`config.mk`:
```
export PLATFORM = sky130hd
export DESIGN_NAME = wb_stage
export DESIGN_NICKNAME = d
export VERILOG_FILES = /design/src/rtl/wb_stage_pkg.sv /design/src/rtl/wb_stage_trd_table.sv /design/src/rtl/wb_stage.sv
export SDC_FILE = /design/constraint.sdc
export NUM_CORES = 1
export LEC_CHECK = 0
export ABC_AREA = 1
export BUFFER_PORTS_ARGS = -buffer_cell sky130_fd_sc_hd__buf_2
export CAP_MARGIN = 10
export CORE_MARGIN = 2
export CORE_UTILIZATION = 30
export DETAILED_ROUTE_END_ITERATION = 8
export PLACE_DENSITY = 0.55
export RECOVER_POWER = 50
export SKIP_CTS_REPAIR_TIMING = 1
export SLEW_MARGIN = 10
export SYNTH_ARGS = -nofsm -noshare
export SYNTH_HDL_FRONTEND = slang
export SYNTH_SLANG_ARGS = --single-unit
```
`constraint.sdc`:
```
create_clock -name clk -period 1.98 [get_ports clk]
set_input_delay 0.198 -clock clk [delete_from_list [all_inputs] [get_ports clk]]
set_output_delay 0.198 -clock clk [all_outputs]
set_load 0.01 [all_outputs]
```
`src/rtl/wb_stage_pkg.sv`:
```
// Shared pipeline definitions for the writeback stage.
// Holds the thread-count constants, the thread-control opcodes
// and the writeback FSM state type.
package wb_stage_pkg;

    localparam int unsigned NUM_TRD  = 8;
    localparam int unsigned TRD_W    = 3;
    localparam int unsigned BOOT_TRD = 0;

    typedef enum logic [1:0] {
        TC_NONE  = 2'b00,
        TC_SPAWN = 2'b01,
        TC_KILL  = 2'b10,
        TC_HALT  = 2'b11
    } trd_ctrl_t;

    typedef enum logic {
        RUN       = 1'b0,
        MISS_WAIT = 1'b1
    } wb_state_t;

endpackage

```
`src/rtl/wb_stage_trd_table.sv`:
```
// Thread-activity table plus the spawn-pulse registers.
// Ports:
//   clk, rst_n    clock, synchronous active-low reset
//   op            thread-control opcode (TC_NONE when nothing qualifies)
//   obj           target thread for spawn/kill
//   self          issuing thread, used by halt
//   pc            start PC for a spawned thread
//   trd_active    activity mask, BOOT_TRD set out of reset
//   trd_start     one-cycle pulse after a successful spawn
//   trd_start_id  spawned thread id, held until the next spawn
//   trd_start_pc  spawned thread PC, held until the next spawn
module wb_stage_trd_table
    import wb_stage_pkg::*;
(
    input  logic               clk,
    input  logic               rst_n,
    input  trd_ctrl_t          op,
    input  logic [TRD_W-1:0]   obj,
    input  logic [TRD_W-1:0]   self,
    input  logic [31:0]        pc,
    output logic [NUM_TRD-1:0] trd_active,
    output logic               trd_start,
    output logic [TRD_W-1:0]   trd_start_id,
    output logic [31:0]        trd_start_pc
);

    localparam logic [TRD_W-1:0] BOOT_ID = TRD_W'(BOOT_TRD);

    // Mask update and spawn pulse; the boot thread can never be cleared.
    always_ff @(posedge clk) begin
        if (!rst_n) begin
            trd_active   <= NUM_TRD'(1) << BOOT_TRD;
            trd_start    <= 1'b0;
            trd_start_id <= '0;
            trd_start_pc <= '0;
        end else begin
            trd_start <= 1'b0;
            case (op)
                TC_SPAWN: begin
                    if (!trd_active[obj]) begin
                        trd_active[obj] <= 1'b1;
                        trd_start       <= 1'b1;
                        trd_start_id    <= obj;
                        trd_start_pc    <= pc;
                    end
                end
                TC_KILL: begin
                    if (obj != BOOT_ID) trd_active[obj] <= 1'b0;
                end
                TC_HALT: begin
                    if (self != BOOT_ID) trd_active[self] <= 1'b0;
                end
                default: ;
            endcase
        end
    end

endmodule

```
`src/rtl/wb_stage.sv`:
```
// Writeback stage: selects ALU result or load data, drives the
// register-file write port, stalls on data-cache load misses and
// forwards thread-control ops to the thread-activity table.
// Ports:
//   *_wb inputs   registered bundle from the memory stage
//   d_rd_data, d_miss, d_rdy   data-cache return path
//   rf_wr_*       register-file write port (combinational)
//   stall_wb      upstream freeze (combinational)
//   trd_active, trd_start*     thread table outputs
//   retire_cnt    retired-instruction counter
module wb_stage
    import wb_stage_pkg::*;
(
    input  logic               clk,
    input  logic               rst_n,
    input  logic [31:0]        ins_wb,
    input  logic [31:0]        pc_wb,
    input  logic [31:0]        exe_data_wb,
    input  logic [TRD_W-1:0]   trd_wb,
    input  logic [4:0]         reg_wr_wb,
    input  logic               wr_en_wb,
    input  logic               wb_sel_wb,
    input  logic [1:0]         trd_ctrl_wb,
    input  logic [TRD_W-1:0]   obj_trd_wb,
    input  logic [31:0]        d_rd_data,
    input  logic               d_miss,
    input  logic               d_rdy,
    output logic               rf_wr_en,
    output logic [TRD_W-1:0]   rf_wr_trd,
    output logic [4:0]         rf_wr_addr,
    output logic [31:0]        rf_wr_data,
    output logic               stall_wb,
    output logic [NUM_TRD-1:0] trd_active,
    output logic               trd_start,
    output logic [TRD_W-1:0]   trd_start_id,
    output logic [31:0]        trd_start_pc,
    output logic [31:0]        retire_cnt
);

    wb_state_t        state, state_nxt;
    logic [TRD_W-1:0] hold_trd;
    logic [4:0]       hold_addr;
    logic             hold_en;
    logic             capture;
    logic             retire;
    trd_ctrl_t        tc_op;
    logic             valid;

    // PC travels with the instruction for debug visibility only.
    logic unused_pc;
    assign unused_pc = ^pc_wb;

    assign valid = (ins_wb != 32'd0);

    // State, miss hold registers and retire counter.
    always_ff @(posedge clk) begin
        if (!rst_n) begin
            state      <= RUN;
            hold_trd   <= '0;
            hold_addr  <= '0;
            hold_en    <= 1'b0;
            retire_cnt <= '0;
        end else begin
            state <= state_nxt;
            if (capture) begin
                hold_trd  <= trd_wb;
                hold_addr <= reg_wr_wb;
                hold_en   <= wr_en_wb;
            end
            if (retire) retire_cnt <= retire_cnt + 32'd1;
        end
    end

    // Next state, write-port mux, stall and thread-control qualification.
    always_comb begin
        state_nxt  = state;
        rf_wr_en   = 1'b0;
        rf_wr_trd  = trd_wb;
        rf_wr_addr = reg_wr_wb;
        rf_wr_data = wb_sel_wb ? d_rd_data : exe_data_wb;
        stall_wb   = 1'b0;
        capture    = 1'b0;
        retire     = 1'b0;
        tc_op      = TC_NONE;
        case (state)
            RUN: begin
                if (valid && wb_sel_wb && d_miss) begin
                    capture   = 1'b1;
                    stall_wb  = 1'b1;
                    state_nxt = MISS_WAIT;
                end else begin
                    rf_wr_en = valid && wr_en_wb && (reg_wr_wb != 5'd0);
                    retire   = valid;
                    if (valid && !wb_sel_wb) tc_op = trd_ctrl_t'(trd_ctrl_wb);
                end
            end
            MISS_WAIT: begin
                // Upstream inputs belong to the next instruction; use held fields.
                stall_wb   = 1'b1;
                rf_wr_trd  = hold_trd;
                rf_wr_addr = hold_addr;
                rf_wr_data = d_rd_data;
                if (d_rdy) begin
                    rf_wr_en  = hold_en && (hold_addr != 5'd0);
                    retire    = 1'b1;
                    state_nxt = RUN;
                end
            end
            default: state_nxt = RUN;
        endcase
        if (!rst_n) begin
            rf_wr_en = 1'b0;
            stall_wb = 1'b0;
        end
    end

    wb_stage_trd_table u_trd_table (
        .clk          (clk),
        .rst_n        (rst_n),
        .op           (tc_op),
        .obj          (obj_trd_wb),
        .self         (trd_wb),
        .pc           (exe_data_wb),
        .trd_active   (trd_active),
        .trd_start    (trd_start),
        .trd_start_id (trd_start_id),
        .trd_start_pc (trd_start_pc)
    );

endmodule
```
# After elaboration in Yosys (flattened, before gate mapping)

Index checks and enable logic that the tools add are counted.

Register bits after elaboration: 86
Input bits: 147
Word-level logic and storage cells: 76

$add $sub $neg: 1
Magnitude comparators: 4
Equality and inequality tests: 6
Multiplexer cells: 31
Bitwise gates (word level): 7
Reductions and logical operators: 18

Operators with widths:

| kind                    | count |
|---|---|
| $mux W32                | 2 |
| $add A32 B1 Y32 const B | 1 |
| $reduce_bool A32 Y1     | 1 |
| $mux W8                 | 3 |
| $pmux W8 S3             | 1 |
| $and A8 B8 Y8           | 2 |
| $not A8 Y8              | 2 |
| $mux W1                 | 13 |
| $reduce_bool A5 Y1      | 2 |
| $reduce_bool A3 Y1      | 3 |
| $logic_and A1 B1 Y1     | 8 |
| $lt A3 B4 Y1 const B    | 2 |
| $or A8 B8 Y8            | 1 |
| $pmux W1 S2             | 4 |
| $demux W1 S3            | 2 |
| $ge A3 B1 Y1 const B    | 2 |
| $mux W2                 | 3 |
| $mux W5                 | 1 |
| $eq A2 B2 Y1 const B    | 2 |
| $ne A2 B1 Y1 const B    | 2 |
| $reduce_and A2 Y1       | 2 |
| $reduce_and A4 Y1       | 1 |
| $bmux W1 S3             | 1 |
| $mux W3                 | 1 |
| 4 further kinds         | 5 |

# Logic depth before layout (Yosys ltp)

Gate-level depths: netlist (run 1).

Word-level depth: 8
Gate-level depth with buffers: 14
Gate-level depth less buffers: 13

# Cells and area by module

Synthesis (run 1) repeated with hierarchy kept, for this count alone.

Cell total of the unflattened synthesis: 847
Area total of the unflattened synthesis: 5586.6 um2

Modules (own cells, without submodules):

| module             | instances | cells each | area each (um2) |
|---|---|---|---|
| wb_stage           | 1         | 569        | 3465.8 |
| wb_stage_trd_table | 1         | 278        | 2120.8 |

# Worst setup path after synthesis (run 1)

No wires, ideal clock.

Kind: reg2reg
From: register retire_cnt[0]
To: register retire_cnt[16]
Library setup time: 0.113 ns
Arrival: 1.523 ns
Path slack: 0.344 ns
Stages on the path, launching flop included: 12
Buffers on the path: 0
Period minus slack after synthesis: 1.636 ns
Cell sequence: dfxtp_1 > ha_1 > nand3_2 > inv_2 > nand2_1 > nor2_2 > nand2_1 > nor3_2 > and2_1 > nand2_1 > nand2_1 > nor2_1

Word-level cells in the longest chain between the ends: 1

Ends and longest elaborated chain:

| item                     | line           | text |
|---|---|---|
| start: declaration       | wb_stage.sv:37 | `output logic [31:0] retire_cnt` |
| start signal: assignment | wb_stage.sv:70 | `if (retire) retire_cnt <= retire_cnt + 32'd1;` |
| $add A32 B1 Y32          | wb_stage.sv:70 |  |

No other way between the ends.
A chain may end at the register's enable or synchronous reset.

# Final worst setup path (run 1)

From: register retire_cnt[2]
To: register retire_cnt[25]

The elaborated chain is that of the path after synthesis.

==> results of run 1 <==
[worst max-delay path by stage]
stage                                    to  slack (ns)
2_1_floorplan                retire_cnt[16]        0.34
3_3_place_gp                 retire_cnt[25]        0.18
3_5_place_dp   u_trd_table.trd_start_pc[11]        0.14
4_1_cts                      retire_cnt[25]        0.17
5_1_grt                      retire_cnt[25]       0.009
6_report                     retire_cnt[25]        0.17
[power by group]
group | internal (mW) | switching [mW]
combinational | 0.271 | 0.430
clock | 1.02 | 0.727
sequential | 1.78 | 0.0274
[worst max-delay path: cells and delay by family, from the launching register on]
| family | cells | cell delay [ns] |
|---|---|---|
| buf+inv | 2 | 0.27 |
| simple gates | 7 | 1.00 |
| flops | 1 | 0.44 |
[kinds of logic (layout without fill, tap and decap cells)]
logic type / count (synthesis) / in the layout / share of synthesized area, %
AO/OA/AOI/OAI: 181 / 181 / 18.6
XOR/XNOR: 8 / 8 / 1.43
adder cells (fa/ha/maj): 1 / 1 / 0.256
buffers and inverters: 144 / 380 / 12.4
flip-flops: 86 / 86 / 35.2
AND/OR/NAND/NOR: 339 / 339 / 32.1
[layout make-up]
cell class | instances | area share [%]
multi-input cells | 529 | 39.4
inverters | 109 | 6.29
clock buffers | 12 | 3.79
clock inverters | 4 | 0.846
flip-flops and latches | 86 | 26.5
well taps | 216 | 4.15
repair buffers | 255 | 19.1
[registers in the layout (all words and copies together), names as in the netlist]
signal and cells:
retire_cnt 32, u_trd_table.trd_start_pc 32, u_trd_table.trd_active 8, hold_addr 5
hold_trd 3, u_trd_table.trd_start_id 3, hold_en 1, state 1
u_trd_table.trd_start 1
[synthesized netlist by cell type, drive strengths merged]
| cell type | number |
|---|---|
| buf | 21 |
| and3 | 2 |
| a31oi | 1 |
| nand2 | 166 |
| nor2 | 67 |
| dfxtp | 86 |
| nand4 | 21 |
| nand3b | 3 |
| nor4 | 4 |
| inv | 108 |
| nand3 | 38 |
| xor2 | 5 |
| nor3b | 4 |
| o21bai | 1 |
| ha | 1 |
| o211ai | 1 |
| o21ai | 97 |
| a21oi | 81 |
| nor3 | 31 |
| clkinv | 1 |
| xnor2 | 3 |
| clkbuf | 14 |
| and2 | 3 |
[cell usage in the layout, fill, tap and decap left out, types with 5 or more instances in the layout]
cell type,instances
o21ai_1,6
nand4_1,20
nor2_1,63
dfxtp_1,86
nor3_1,28
buf_4,9
clkbuf_16,9
nand3_1,34
a21oi_1,81
inv_1,104
xor2_1,5
clkbuf_1,84
nand2_1,162
buf_2,159
o21ai_0,91
[routing by layer]
| layer | global-route usage [%] | routed length (um) | up-vias |
|---|---|---|---|
| met1 | 23.7 | 7430 | 2445 |
| met5 | 0 | 0 | - |
| li1 | - | - | 2942 |
| met3 | 4.67 | 1150 | 8 |
| met4 | 4.53 | 91 | 0 |
| met2 | 27.2 | 6720 | 203 |
==> impl_table.tex, run 1 <==
\begin{tabular}{lr}
\hline
Metric & Value \\
\hline
\multicolumn{2}{l}{\textbf{Status}} \\
Status & complete, no violations \\
\multicolumn{2}{l}{\textbf{Timing}} \\
Crit path setup slack, layout & 0.169 ns \\
Max-slew headroom at the worst pin & 67.0\% \\
Setup Skew & 0.00653 ns \\
Period utilization & 91.4\% \\
Number of endpoints with negative hold slack in the final report & 0 \\
Post-layout minimum cycle time & 1.81 ns \\
Timing-limited maximum frequency & 0.552 GHz \\
Transition time of the tightest slew-check pin & 0.495 ns \\
Final-layout setup total negative slack & 0 ns \\
Final setup fails & 0 \\
Setup repair after global routing missed its margin & false \\
Pins over their slew limit & 0 \\
Final-layout worst hold slack & 0.0996 ns \\
\multicolumn{2}{l}{\textbf{Detailed routing}} \\
Post-DRT Antenna Nets & 0 \\
Number of DRC markers in iteration 0 & 284 \\
Via count & 5,598 \\
Avg Vias per Cell & 4.62 \\
Routed wirelength normalized by instance count & 12.7 um \\
First-pass detailed-route iteration total & 5 \\
Number of design rule violations left after detail routing & 0 \\
Overall routed net length & 15.4 mm \\
\multicolumn{2}{l}{\textbf{CTS}} \\
TritonCTS clock tree & built \\
CTS sink count & 86 \\
Cts bufs inserted & 9 \\
Clock latency of the later-clocked register in the worst-skew pair & 0.34 ns \\
Clock-pin slew on the worst setup and hold paths & 0.07 ns \\
Max Root-Sink Buffers & 2 \\
Clock root cell & clkbuf\_16 \\
CTS HTree Levels & 3 \\
\multicolumn{2}{l}{\textbf{Final layout}} \\
Multi-input gate area in the final layout & 0.00256 mm2 \\
Final Util & 41.0\% \\
Share of cells above drive strength 1 & 20.9\% \\
Diode count & 0 \\
Post-route cell area & 0.00651 mm2 \\
Total area of sequential cells & 0.00172 mm2 \\
Net count, final & 1,138 \\
Area growth from synthesis to layout & 33.0\% \\
Final cell count without fillers & 1,211 \\
Filler cell count in the final layout & 1,804 \\
\multicolumn{2}{l}{\textbf{Critical path}} \\
Slowest Stage Delay on Critical Path & 0.44 ns \\
Reg-to-reg slack, setup & 0.17 ns \\
Data arrival at the endpoint of the critical path & 2.04 ns \\
Library cell appearing most often on the critical path & nand3\_1 \\
Capturing point of the worst reg2reg path & retire\_cnt[25] \\
Worst path cell trace & nand3\_1, inv\_1, nand2\_1, inv\_1, nand3\_1, nor3\_4, nand3\_1, nor2\_1, nor3b\_2 \\
CP Launch Point & retire\_cnt[2] \\
Critical path type & reg -> reg \\
Critical-path cell with the highest stage delay & dfxtp\_1 \\
Crit Path Max Fanout & 6 \\
Worst R2R Path Depth & 9 \\
Critical path required time & 2.21 ns \\
Critical Path Sink Type & register \\
Type of element launching the critical path & register \\
Worst R2R Start & retire\_cnt[2] \\
\multicolumn{2}{l}{\textbf{Synth}} \\
Number of warnings issued by yosys & 0 \\
Share of the synthesized area in the top cell type & 35.2\% \\
Most area-consuming cells after synthesis & dfxtp\_1, nand2\_1, o21ai\_0 \\
Cell accounting for the most synthesized area & dfxtp\_1 \\
Distinct cells, synth & 38 \\
Proportion of synthesized chip area in sequential cells & 35.2\% \\
Mean post-synth cell area & 6.45 um2 \\
Synthesized Nets & 907 \\
Number of storage elements in the synthesis netlist & 86 \\
Synthesized instance count & 759 \\
Synthesized cell area & 0.00489 mm2 \\
\multicolumn{2}{l}{\textbf{Floorplan}} \\
Starting Density & 30.8\% \\
Die W & 132 um \\
I/O pin cnt & 265 \\
Row Count & 46 \\
Height of the die & 132 um \\
Area of the die & 0.0173 mm2 \\
Std-Cell Core Area & 0.0159 mm2 \\
\multicolumn{2}{l}{\textbf{Power}} \\
Cell leakage power & 2.98 nW \\
Power, Total & 4.26 mW \\
VDD IR max & 0.000406 V \\
PD cells & 654 mW/mm2 \\
\multicolumn{2}{l}{\textbf{Global route}} \\
Maximum number of pins on one net before global-route repair & 65 \\
Vias in the first global route & 5,096 \\
Gr usage total & 17.4\% \\
Number of antenna violations at the first check in global routing & 0 \\
Congestion Overflow GR & 0 \\
Global-route wire length before repair & 24.9 mm \\
\multicolumn{2}{l}{\textbf{Place}} \\
Sum of net half-perimeters after detailed placement & 11.8 mm \\
Final estimated routing congestion in global placement & 0.806 \\
Count of input and output buffers & 232 \\
Dpl cells & 1,195 \\
Placement-stage cell area & 0.00634 mm2 \\
Post-placement worst setup slack & 0.142 ns \\
\multicolumn{2}{l}{\textbf{Hold path}} \\
Worst hold endpoint & u\_trd\_table.trd\_start\_pc[1] \\
Startpoint of the most critical hold path & exe\_data\_wb[1] \\
Number of instances on the worst hold path & 3 \\
Worst Hold Class & in -> reg \\
\multicolumn{2}{l}{\textbf{Flow run}} \\
\# Max-Cap Violations & 0 \\
\hline
\end{tabular}
Power figures use the tool's default switching activity.
==> inputs of run 2 (changes only) <==
Settings changed: CORE_ASPECT_RATIO from default to 0.7.
==> impl_table.tex, run 2 (synthesized netlist as in run 1, its figures left out) <==
\begin{tabular}{lr}
\hline
Metric & Value \\
\hline
\multicolumn{2}{l}{\textbf{Place}} \\
Post-placement worst setup slack & 0.00388 ns \\
Sum of net half-perimeters after detailed placement & 12.8 mm \\
Placement-stage cell area & 0.00636 mm2 \\
Final estimated routing congestion in global placement & 0.866 \\
Count of input and output buffers & 232 \\
Dpl cells & 1,209 \\
\multicolumn{2}{l}{\textbf{Final layout}} \\
Total area of sequential cells & 0.00173 mm2 \\
Commonest non-fill, non-tap cell in the layout & nand2\_1 \\
Net count, final & 1,145 \\
Most frequent cells in the layout & nand2\_1, buf\_2, inv\_1 \\
Final Util & 40.9\% \\
Filler cell count in the final layout & 1,804 \\
Area growth from synthesis to layout & 35.1\% \\
Diode count & 0 \\
Final cell count without fillers & 1,227 \\
Multi-input gate area in the final layout & 0.00263 mm2 \\
Share of cells above drive strength 1 & 22.8\% \\
Largest registers in the final layout & retire\_cnt x32, u\_trd\_table.trd\_start\_pc x32, u\_trd\_table.trd\_active x8 \\
Post-route cell area & 0.00661 mm2 \\
\multicolumn{2}{l}{\textbf{Detailed routing}} \\
Number of design rule violations left after detail routing & 0 \\
Routed wirelength normalized by instance count & 13.9 um \\
Number of DRC markers in iteration 0 & 372 \\
Via count & 5,711 \\
Avg Vias per Cell & 4.65 \\
First-pass detailed-route iteration total & 5 \\
Overall routed net length & 17.1 mm \\
Post-DRT Antenna Nets & 0 \\
\multicolumn{2}{l}{\textbf{Power}} \\
PD cells & 646 mW/mm2 \\
VDD IR max & 0.000435 V \\
Cell leakage power & 3.03 nW \\
Power, Total & 4.27 mW \\
\multicolumn{2}{l}{\textbf{Floorplan}} \\
Height of the die & 111 um \\
Row Count & 39 \\
Std-Cell Core Area & 0.0162 mm2 \\
Area of the die & 0.0174 mm2 \\
Die W & 157 um \\
Starting Density & 30.3\% \\
I/O pin cnt & 265 \\
\multicolumn{2}{l}{\textbf{Timing}} \\
Post-layout minimum cycle time & 1.85 ns \\
Number of endpoints with negative hold slack in the final report & 0 \\
Crit path setup slack, layout & 0.132 ns \\
Max-slew headroom at the worst pin & 67.1\% \\
Timing-limited maximum frequency & 0.541 GHz \\
Final-layout setup total negative slack & 0 ns \\
Setup Skew & 0.00864 ns \\
Final setup fails & 0 \\
Pins over their slew limit & 0 \\
Final-layout worst hold slack & 0.108 ns \\
Transition time of the tightest slew-check pin & 0.492 ns \\
Period utilization & 93.3\% \\
\multicolumn{2}{l}{\textbf{Global route}} \\
Congestion Overflow GR & 0 \\
Maximum number of pins on one net before global-route repair & 71 \\
Vias in the first global route & 4,855 \\
Gr usage total & 18.6\% \\
Number of antenna violations at the first check in global routing & 0 \\
Global-route wire length before repair & 25.9 mm \\
\multicolumn{2}{l}{\textbf{CTS}} \\
Max Root-Sink Buffers & 2 \\
Clock-pin slew on the worst setup and hold paths & 0.07 ns \\
Clock root cell & clkbuf\_16 \\
TritonCTS clock tree & built \\
Clock latency of the later-clocked register in the worst-skew pair & 0.33 ns \\
Cts bufs inserted & 9 \\
CTS HTree Levels & 3 \\
CTS sink count & 86 \\
\multicolumn{2}{l}{\textbf{Critical path}} \\
Critical path type & reg -> reg \\
Crit Path Max Fanout & 4 \\
Critical Path Sink Type & register \\
Critical path required time & 2.24 ns \\
Type of element launching the critical path & register \\
Data arrival at the endpoint of the critical path & 2.11 ns \\
\multicolumn{2}{l}{\textbf{Flow run}} \\
\# Max-Cap Violations & 0 \\
\multicolumn{2}{l}{\textbf{Hold path}} \\
Worst Hold Class & in -> reg \\
\multicolumn{2}{l}{\textbf{Status}} \\
Status & complete, no violations \\
\hline
\end{tabular}
[run 2: cell types whose count changed in the layout (fill, tap and decap cells not counted), sizes merged]
cell and change:
buf +8, nor2 +2, clkinvlp +1, clkbuf -4
[run 2: path summary, 6_finish.rpt]
kind                            cells after the start  slack [ns]       startpoint                      endpoint
worst max-delay path                               10        0.13    retire_cnt[1]                retire_cnt[24]
worst min-delay path                                3        0.11  exe_data_wb[17]  u_trd_table.trd_start_pc[17]
worst max register to register                     10        0.13    retire_cnt[1]                retire_cnt[24]
worst min register to register                      2        0.45          hold_en                       hold_en
[run 2: critical path: stages (launching register included)]
cell and delay, ns:
dfxtp_1 0.40, ha_2 0.25, nand3_2 0.12, inv_2 0.10
nand2_1 0.08, nor2_2 0.17, nand2_1 0.12, nor3_2 0.13
and2_2 0.21, nand3_1 0.08, a21oi_1 0.13
[run 2: cell type report]
| class | instances | area share [%] |
|---|---|---|
| Inverter | 109 | 6.19 |
| Timing Repair Buffer | 260 | 19.0 |
| Multi-Input combinational cell | 531 | 39.9 |
| Tap cell | 225 | 4.26 |
| Clock inverter | 5 | 0.890 |
| Clock buffer | 11 | 3.67 |
| Sequential cell | 86 | 26.1 |
[run 2: routing by layer]
metal	vias to the layer above	GRT usage (%)	part of all wire, %
li1	2959	-	-
met3	12	3.64	6.0
met5	-	0	0
met1	2568	29.6	53
met2	172	25.8	40
met4	0	3.30	0.81
[run 2: where the power goes]
part	switching [mW]	leakage, nW	internal [mW]	total (mW)
Clock	0.716	0.142	1.01	1.73
Sequential	0.0315	0.698	1.78	1.81
Combinational	0.448	2.19	0.280	0.728
